$ cat src/rtl/mips_pkg.sv
// Shared MIPS encodings: opcodes, funct codes, ALU operations and the
// multi-cycle sequencer's state and mux-select types.
package mips_pkg;

  localparam logic [5:0] OP_ZERO  = 6'h00;
  localparam logic [5:0] OP_JUMP  = 6'h02;
  localparam logic [5:0] OP_BEQ   = 6'h04;
  localparam logic [5:0] OP_ADDI  = 6'h08;
  localparam logic [5:0] OP_ADDIU = 6'h09;
  localparam logic [5:0] OP_ABS   = 6'h1C;
  localparam logic [5:0] OP_LW    = 6'h23;
  localparam logic [5:0] OP_SW    = 6'h2B;

  localparam logic [5:0] FN_ZERO = 6'h00;
  localparam logic [5:0] FN_ADD  = 6'h20;
  localparam logic [5:0] FN_SUB  = 6'h22;
  localparam logic [5:0] FN_AND  = 6'h24;
  localparam logic [5:0] FN_OR   = 6'h25;
  localparam logic [5:0] FN_XOR  = 6'h26;
  localparam logic [5:0] FN_SLT  = 6'h2A;

  typedef enum logic [2:0] {
    ALU_ADD = 3'd0,
    ALU_SUB = 3'd1,
    ALU_AND = 3'd2,
    ALU_OR  = 3'd3,
    ALU_XOR = 3'd4,
    ALU_SLT = 3'd5,
    ALU_ABS = 3'd6
  } t_alu_opcode;

  typedef enum logic [3:0] {
    FETCH, DECODE, MEM_ADDR, MEM_RD, MEM_WB, MEM_WR, R_EXEC,
    R_WB, I_EXEC, I_WB, BRANCH, JUMP, ILLEGAL, HALT
  } t_mc_state;

  typedef enum logic [1:0] {
    SRC_B_RT      = 2'd0,
    SRC_B_FOUR    = 2'd1,
    SRC_B_IMM     = 2'd2,
    SRC_B_IMM_SH2 = 2'd3
  } t_alu_src_b;

  typedef enum logic [1:0] {
    PC_SRC_ALU    = 2'd0,
    PC_SRC_ALUOUT = 2'd1,
    PC_SRC_JUMP   = 2'd2
  } t_pc_source;

endpackage

$ cat src/rtl/mips_funct_decode.sv
// R-type funct field to ALU operation; valid is low for unsupported functs.
import mips_pkg::*;

module mips_funct_decode (
  input  logic [5:0]  funct,
  output t_alu_opcode alu_control,
  output logic        valid
);

  always_comb begin
    alu_control = ALU_ADD;
    valid       = 1'b1;
    case (funct)
      FN_ADD:  alu_control = ALU_ADD;
      FN_SUB:  alu_control = ALU_SUB;
      FN_AND:  alu_control = ALU_AND;
      FN_OR:   alu_control = ALU_OR;
      FN_XOR:  alu_control = ALU_XOR;
      FN_SLT:  alu_control = ALU_SLT;
      default: valid = 1'b0;
    endcase
  end

endmodule

$ cat src/rtl/mips_multicycle_ctrl.sv
// Multi-cycle MIPS sequencer: one ALU and one memory port shared across
// FETCH/DECODE/EXEC/MEM/WB steps, with memory timeout and halt handling.
import mips_pkg::*;

module mips_multicycle_ctrl #(
  parameter int CNT_W       = 32,
  parameter int MEM_TIMEOUT = 255
) (
  input  logic             clk,
  input  logic             rst_n,
  input  logic [5:0]       opcode,
  input  logic [5:0]       funct,
  input  logic             alu_zero,
  input  logic             mem_ready,
  input  logic             halt,
  output logic             mem_req,
  output logic             mem_we,
  output logic             i_or_d,
  output logic             ir_write,
  output logic             pc_write,
  output logic             pc_write_cond,
  output logic [1:0]       pc_source,
  output logic             alu_src_a,
  output logic [1:0]       alu_src_b,
  output t_alu_opcode      alu_control,
  output logic             reg_dst,
  output logic             mem_to_reg,
  output logic             reg_write,
  output logic             illegal_instr,
  output logic             mem_err,
  output logic             halted,
  output logic [CNT_W-1:0] instr_retired
);

  localparam int WAIT_W = $clog2(MEM_TIMEOUT + 1);

  t_mc_state         state_reg, state_next;
  logic [WAIT_W-1:0] wait_cnt_reg;
  logic              illegal_reg, mem_err_reg;
  logic [CNT_W-1:0]  retired_reg;
  logic              retire, timeout;
  t_alu_opcode       funct_alu;
  logic              funct_valid;

  // The branch decision is made in the datapath from pc_write_cond and alu_zero.
  logic unused_alu_zero;
  assign unused_alu_zero = alu_zero;

  mips_funct_decode u_funct_decode (
    .funct       (funct),
    .alu_control (funct_alu),
    .valid       (funct_valid)
  );

  // Timeout fires on the MEM_TIMEOUT-th waiting cycle; mem_ready wins a tie.
  assign timeout = (state_reg inside {FETCH, MEM_RD, MEM_WR}) && !mem_ready &&
                   (wait_cnt_reg == WAIT_W'(MEM_TIMEOUT - 1));

  always_comb begin
    state_next = state_reg;
    retire     = 1'b0;
    case (state_reg)
      FETCH:    if (mem_ready) state_next = DECODE;
                else if (timeout) state_next = HALT;
      DECODE: begin
        case (opcode)
          OP_LW, OP_SW: state_next = MEM_ADDR;
          OP_ZERO: begin
            if (funct == FN_ZERO) retire = 1'b1;
            else if (funct_valid) state_next = R_EXEC;
            else state_next = ILLEGAL;
          end
          OP_ADDI, OP_ADDIU, OP_ABS: state_next = I_EXEC;
          OP_BEQ:  state_next = BRANCH;
          OP_JUMP: state_next = JUMP;
          default: state_next = ILLEGAL;
        endcase
      end
      MEM_ADDR: state_next = (opcode == OP_LW) ? MEM_RD : MEM_WR;
      MEM_RD:   if (mem_ready) state_next = MEM_WB;
                else if (timeout) state_next = HALT;
      MEM_WR:   if (mem_ready) retire = 1'b1;
                else if (timeout) state_next = HALT;
      R_EXEC:   state_next = R_WB;
      I_EXEC:   state_next = I_WB;
      MEM_WB, R_WB, I_WB, BRANCH, JUMP: retire = 1'b1;
      ILLEGAL:  state_next = HALT;
      HALT:     if (!halt && !illegal_reg && !mem_err_reg) state_next = FETCH;
      default:  state_next = FETCH;
    endcase
    if (retire) state_next = halt ? HALT : FETCH;
  end

  // Moore decode; reset forces every control low immediately.
  always_comb begin
    mem_req       = 1'b0;
    mem_we        = 1'b0;
    i_or_d        = 1'b0;
    ir_write      = 1'b0;
    pc_write      = 1'b0;
    pc_write_cond = 1'b0;
    pc_source     = PC_SRC_ALU;
    alu_src_a     = 1'b0;
    alu_src_b     = SRC_B_RT;
    alu_control   = ALU_ADD;
    reg_dst       = 1'b0;
    mem_to_reg    = 1'b0;
    reg_write     = 1'b0;
    halted        = 1'b0;
    if (rst_n) begin
      case (state_reg)
        FETCH: begin
          mem_req   = 1'b1;
          alu_src_b = SRC_B_FOUR;
          ir_write  = mem_ready;
          pc_write  = mem_ready;
        end
        DECODE:   alu_src_b = SRC_B_IMM_SH2;
        MEM_ADDR: begin alu_src_a = 1'b1; alu_src_b = SRC_B_IMM; end
        MEM_RD:   begin mem_req = 1'b1; i_or_d = 1'b1; end
        MEM_WB:   begin reg_write = 1'b1; mem_to_reg = 1'b1; end
        MEM_WR:   begin mem_req = 1'b1; mem_we = 1'b1; i_or_d = 1'b1; end
        R_EXEC:   begin alu_src_a = 1'b1; alu_control = funct_alu; end
        R_WB:     begin reg_write = 1'b1; reg_dst = 1'b1; alu_control = funct_alu; end
        I_EXEC: begin
          alu_src_a   = 1'b1;
          alu_src_b   = SRC_B_IMM;
          alu_control = (opcode == OP_ABS) ? ALU_ABS : ALU_ADD;
        end
        I_WB:     reg_write = 1'b1;
        BRANCH: begin
          alu_src_a     = 1'b1;
          alu_control   = ALU_SUB;
          pc_write_cond = 1'b1;
          pc_source     = PC_SRC_ALUOUT;
        end
        JUMP:     begin pc_write = 1'b1; pc_source = PC_SRC_JUMP; end
        HALT:     halted = 1'b1;
        default:  ;
      endcase
    end
  end

  always_ff @(posedge clk or negedge rst_n) begin
    if (!rst_n) begin
      state_reg    <= FETCH;
      wait_cnt_reg <= '0;
      illegal_reg  <= 1'b0;
      mem_err_reg  <= 1'b0;
      retired_reg  <= '0;
    end else begin
      state_reg    <= state_next;
      wait_cnt_reg <= (state_next != state_reg) ? '0 : wait_cnt_reg + 1'b1;
      if (state_reg == ILLEGAL) illegal_reg <= 1'b1;
      if (timeout) mem_err_reg <= 1'b1;
      if (retire) retired_reg <= retired_reg + CNT_W'(1);
    end
  end

  assign illegal_instr = illegal_reg;
  assign mem_err       = mem_err_reg;
  assign instr_retired = retired_reg;

endmodule

$ cat config.mk
export PLATFORM = sky130hd
export DESIGN_NAME = mips_multicycle_ctrl
export DESIGN_NICKNAME = d
export VERILOG_FILES = /design/src/rtl/mips_pkg.sv /design/src/rtl/mips_funct_decode.sv /design/src/rtl/mips_multicycle_ctrl.sv
export SDC_FILE = /design/constraint.sdc
export NUM_CORES = 1
export LEC_CHECK = 0
export ABC_AREA = 0
export CORE_MARGIN = 2
export CORE_UTILIZATION = 45
export CTS_CLUSTER_SIZE = 20
export DETAILED_ROUTE_END_ITERATION = 10
export PLACE_DENSITY = 0.86
export RECOVER_POWER = 100
export SYNTH_ARGS = -nofsm -noshare
export SYNTH_HDL_FRONTEND = slang
export SYNTH_HIERARCHICAL = 1
export SYNTH_SLANG_ARGS = --single-unit
$ cat constraint.sdc
create_clock -name clk -period 2.75 [get_ports clk]
set_clock_uncertainty 0.15 [all_clocks]
set_input_delay 0.55 -clock clk [delete_from_list [all_inputs] [get_ports clk]]
set_output_delay 0.55 -clock clk [all_outputs]
set_load 0.1 [all_outputs]
* Yosys cells after proc, flatten, opt, wreduce, memory -nomap -nowiden
Cells that the tools add are included.
Word-level totals: output and inout port bits 52, bits in registers 46, input port bits 17
Operators by class: $add $sub $neg 2, equal/unequal tests 28, reduce and logical (&&, ||, !) cells 22, multiplexer cells 48
Operators by type and width (count):
- 6-bit == test (second input constant) | 8
- 4-bit case mux with 10 select lines | 1
- 4-bit two-way mux | 9
- 32-bit by 1-bit adder with 32-bit output (second input constant) | 1
- 1-bit two-way mux | 25
- 4-bit == test (second input constant) | 6
- 4-bit case mux with 5 select lines | 1
- 4-bit by 3-bit == test with 1-bit output (second input constant) | 4
- 3-bit case mux with 5 select lines | 1
- 6-bit by 4-bit == test with 1-bit output (second input constant) | 2
- 6-bit zero test | 2
- 3-bit two-way mux | 3
- 3-bit case mux with 3 select lines | 1
- 3-bit OR reduction | 3
- 8-bit by 1-bit adder with 8-bit output (second input constant) | 1
- 4-bit by 2-bit == test with 1-bit output (second input constant) | 2
- 8-bit == test (second input constant) | 1
- 8-bit two-way mux | 1
- 2-bit OR reduction | 4
- 6-bit by 2-bit == test with 1-bit output (second input constant) | 1
- 6-bit by 3-bit == test with 1-bit output (second input constant) | 1
- 6-bit by 5-bit == test with 1-bit output (second input constant) | 1
- 2-bit case mux with 3 select lines | 1
- 6-bit OR reduction | 1
- 12 further kinds | 19

* Logic depth before layout (Yosys ltp)
depth in word-level cells 10, depth in mapped cells 10

* Modules after synthesis
Netlist, hierarchy kept.
Modules (own cells, without submodules):
- mips_multicycle_ctrl | cells an instance 306, instances 1, area an instance 2821.5 um^2
- mips_funct_decode | cells an instance 12, instances 1, area an instance 93.8 um^2

* Least setup slack after synthesis
No wires, ideal clock.
path type register to output, from register state_reg[1], to output alu_src_a, buffers on the path 3, required time 2050 ps, setup slack -1942 ps, cell stages (with the launch flop) 6, arrival time 3992 ps, path through dfrtp_1 > buf_6 > clkbuf_1 > clkbuf_1 > nor2_1 > nor4_1
Between the ends: cells in the longest elaborated chain, start to end 4
RTL lines:
- from (decl) | RTL line mips_multicycle_ctrl.sv:37 | t_mc_state state_reg, state_next;
- from (signal assigned) | RTL line mips_multicycle_ctrl.sv:152 | state_reg <= state_next;
- 4-bit == test, or another cell as far along | RTL line mips_multicycle_ctrl.sv:111 | case (state_reg)
- 4-bit OR reduction (no source line) (*)
- 1-bit two-way mux (*) | RTL line mips_multicycle_ctrl.sv:111
- 1-bit two-way mux (*) | RTL line mips_multicycle_ctrl.sv:110 | if (rst_n) begin
- to (decl) | RTL line mips_multicycle_ctrl.sv:23 | output logic alu_src_a,
Every way passes the cells marked *; elsewhere a longest branch is shown, timed or not.

* Worst setup path in the final report
from input funct[2], to register wait_cnt_reg[4]
Between the ends: cells in the longest elaborated chain, start to end 10
RTL lines:
- from (decl) | RTL line mips_multicycle_ctrl.sv:12 | input logic [5:0] funct,
- 6-bit == test | RTL line mips_funct_decode.sv:13 | case (funct)
- 6-bit OR reduction (no source line)
- 1-bit two-way mux | RTL line mips_funct_decode.sv:13
- 4-bit two-way mux | RTL line mips_multicycle_ctrl.sv:70 | else if (funct_valid) state_next = R_EXEC;
- 4-bit two-way mux | RTL line mips_multicycle_ctrl.sv:69 | if (funct == FN_ZERO) retire = 1'b1;
- 4-bit case mux with 5 select lines | RTL line mips_multicycle_ctrl.sv:66 | case (opcode)
- 4-bit case mux with 10 select lines | RTL line mips_multicycle_ctrl.sv:62 | case (state_reg)
- 4-bit two-way mux (*) | RTL line mips_multicycle_ctrl.sv:91 | if (retire) state_next = halt ? HALT : FETCH;
- 4-bit != test (*) | RTL line mips_multicycle_ctrl.sv:153 | wait_cnt_reg <= (state_next != state_reg) ? '0 : wait_cnt_reg + 1'b1;
- 8-bit two-way mux (*) | RTL line mips_multicycle_ctrl.sv:153
- to (signal assigned) | RTL line mips_multicycle_ctrl.sv:153
- to (decl) | RTL line mips_multicycle_ctrl.sv:38 | logic [WAIT_W-1:0] wait_cnt_reg;
Marks and branches as above. A chain may end at the register's enable or synchronous reset.

==> results.py <==
metrics = {
    "outcome": {
        "outcome": "complete, but fails checks",
        "violations": "negative setup slack",
    },
    "clock_tree": {
        "numCtsBuffers": 5,
        "cts_buffer_depth": 2,
        "cts_root_buf": "clkbuf_8",
        "cts_tree": "built",
        "cts-htree-levels": 2,
        "clkLatencyLatePin_ns": 0.30,
        "path_clk_slew_ns": 0.09,
        "clock_sinks": 46,
    },
    "die": {
        "die_w_um": 84.49,
        "die_h_um": 84.49,
        "dieArea_um2": 7139,
        "start_util": 0.4618,
        "pin_count": 69,
        "fp-row-count": 29,
        "core_area_um2": 6314,
    },
    "hold_path": {
        "hold_path_class": "reg -> reg",
        "whs_endpoint": "instr_retired[31]",
        "min_path_cells": 1,
        "hp-start": "instr_retired[31]",
    },
    "timing": {
        "slew_violations": 0,
        "final.setup.worst_slack_ns": -0.05719,
        "period_minus_slack_ns": 2.807,
        "fmax_ghz": 0.3562,
        "worst_pin_slew_ns": 1.195,
        "hold_viol_final": 0,
        "slew_headroom": 0.2069,
        "setup_viol": 6,
        "period_share": 1.021,
        "rsz0062_at_grt": "true",
    },
    "finish": {
        "final_util": 0.6920,
        "fin_area_um2": 4369,
        "final-instance-count-excl-fill": 515,
        "synthToLayoutAreaGrowth_pct": 49.87,
        "diodes": 0,
        "largest_reg_flops": 32,
        "drive_gt1_frac": 0.3447,
        "nets": 457,
    },
    "detailed_routing": {
        "route.detailed.drc": 0,
        "vias_per_cell": 5.753,
        "drt-total-wl_mm": 8.321,
        "routedWlPerCell_um": 16.16,
        "drtIter0Drc": 121,
        "final_antenna_net_count": 0,
        "vias": 2963,
        "drt_first_pass_iters": 4,
    },
    "global_route": {
        "grt_pass1_wl_mm": 13.79,
        "grt_max_degree": 46,
        "grt_usage": 0.2369,
        "grt_pass1_vias": 2999,
        "antenna_found_initial": 0,
        "grt_overflow": 0,
    },
    "worst_setup_path": {
        "start_kind": "input port",
        "reg2reg_from": "state_reg[3]",
        "endpoint_kind": "flip-flop",
        "path_cells": "buf_6 > buf_6 > or4_4 > o211ai_1 > o2bb2ai_2 > a221oi_4 > mux2_4 > a221o_2 > nor3_2",
        "critPathArrivalTime_ns": 2.88,
        "crit_top_cell": "buf_6",
        "crit_fanout": 8,
        "required_ns": 2.82,
        "rr_endpoint": "wait_cnt_reg[4]",
        "reg2reg_depth": 8,
        "slowest_delay_ns": 0.46,
        "r2r_slack_ns": -0.02,
        "critPathSlowestCell": "or4_4",
        "path_class": "in -> reg",
    },
    "placement": {
        "place.gp.congestion": 0.8836,
        "dpl-instance-area_um2": 4199,
        "io_buffers": 67,
        "dpl.cell_count": 498,
        "pre_cts_ws_ns": -0.7799,
        "hpwl_mm": 6.044,
    },
    "power": {
        "ir_drop_v": 0.0006997,
        "cellLeakagePower_nw": 1.861,
        "power_density_nw_per_um2": 913.4,
        "power_mw": 3.991,
    },
    "synthesis": {
        "synth_cells": 318,
        "synth_top_area_frac": 0.3948,
        "netlist-cell-type-count": 65,
        "yosysTopAreaCell": "dfrtp_1",
        "synth-seq-cells": 46,
        "async_flop_share": 1.000,
        "ys_warn_count": 6,
        "avgSynthCellArea_um2": 9.168,
        "ys_seq_area_frac": 0.3948,
        "syn_nets": 338,
        "synthFlopType": "dfrtp_1",
        "yosys-top-cells-area": "dfrtp_1 39%, xnor2_1 8.4%, nand2_1 4.2%",
        "synth_enable_flop_cells": 0,
        "syn_area_um2": 2915,
    },
    "job": {
        "maxCapViolations": 0,
    },
}
[what timing repair did]
action / in CTS / in global routing
pin swaps: 25 / 12
setup buffers: 7 / 1
hold buffers: 1 / 0
endpoints found under the setup margin: 14 / 10
hold endpoints to repair: 1 / 0
resized for setup: 49 / 13
[critical path: cells and delay by family]
family	cells	cell delay [ns]
buf+inv	2	0.19
mux	1	0.34
simple gates	2	0.65
compound gates	4	1.13
[worst max-delay path by stage]
stage          slack [ns]         start         endpoint
2_1_floorplan       -0.15  state_reg[2]       mem_to_reg
3_3_place_gp        -0.62      funct[1]  wait_cnt_reg[3]
3_5_place_dp        -0.78      funct[1]  wait_cnt_reg[3]
4_1_cts             -0.02      funct[2]  wait_cnt_reg[1]
5_1_grt             -0.13      funct[2]  wait_cnt_reg[0]
6_report            -0.06      funct[2]  wait_cnt_reg[4]
[cells in the final DEF, fill, tap and decap left out, drive strengths merged, types with 7 or more instances in the layout]
master	instances
a21oi	12
and3	14
buf	76
clkbuf	47
dfrtp	46
dlygate4sd2	8
inv	8
nand2	33
nand3	22
nand4	7
nor2	24
nor3	20
xnor2	28
xor2	13
[power by group]
part	internal, mW	switching (mW)	total, mW
Combinational	0.997	1.67	2.67
Clock	0.202	0.228	0.430
Sequential	0.771	0.119	0.890
[area by class of cell]
class	count	area, um2
multi-input combinational	248	1898
inverter	8	30.03
tap	77	96.34
clock inverter	2	12.51
clock buffer	6	82.58
sequential	46	1166
fill	490	1944
timing repair buffer	128	1084
[per-layer routing]
layer  vias to the layer above  wire [um]  global-route usage
met5                         -          0                   0
met4                         0        354              0.1241
met3                        37        518             0.04916
met2                       136       4189              0.4166
met1                      1409       3259              0.2698
li1                       1381          -                   -
[synth_stat cells (2+ instances only)]
cell type and n:
nand4_1 7, inv_1 8, and4_1 6, nor2_1 24
and4b_1 2, clkbuf_1 5, nand2b_1 4, nand2_1 33
buf_6 2, dfrtp_1 46, a21o_1 2, or2_2 2
nor4_1 3, o311ai_0 2, or3_1 2, xor2_1 13
xnor2_1 28, nand3_1 22, and2_1 2, and3_1 14
o21ai_0 6, o32a_1 2, nor3_1 20, a21oi_1 12
ha_1 3, buf_2 7, nor2b_1 3
[kinds of logic after synthesis]
group                      Yosys count  share of synthesized area
muxes                                3                    0.01244
DFF                                 46                     0.3948
AOI/OAI and AO/OA                   46                     0.1172
buffers and inverters               24                    0.04034
adders and majority gates            3                    0.01288
xor gates and xnor gates            41                     0.1232
and+or+nand+nor                    155                     0.2991
[through the flow]
| stage | TNS [ns] | hold slack [ns] |
|---|---|---|
| 2_1_floorplan | -0.3501 | 0.1044 |
| 3_3_place_gp | -9.189 | 0.2339 |
| 3_5_place_dp | -11.83 | 0.2374 |
| 4_1_cts | -0.02465 | 0.3105 |
| 5_1_grt | -0.7711 | 0.3398 |
| 6_report | -0.2127 | 0.3288 |
Power figures use the tool's default switching activity.
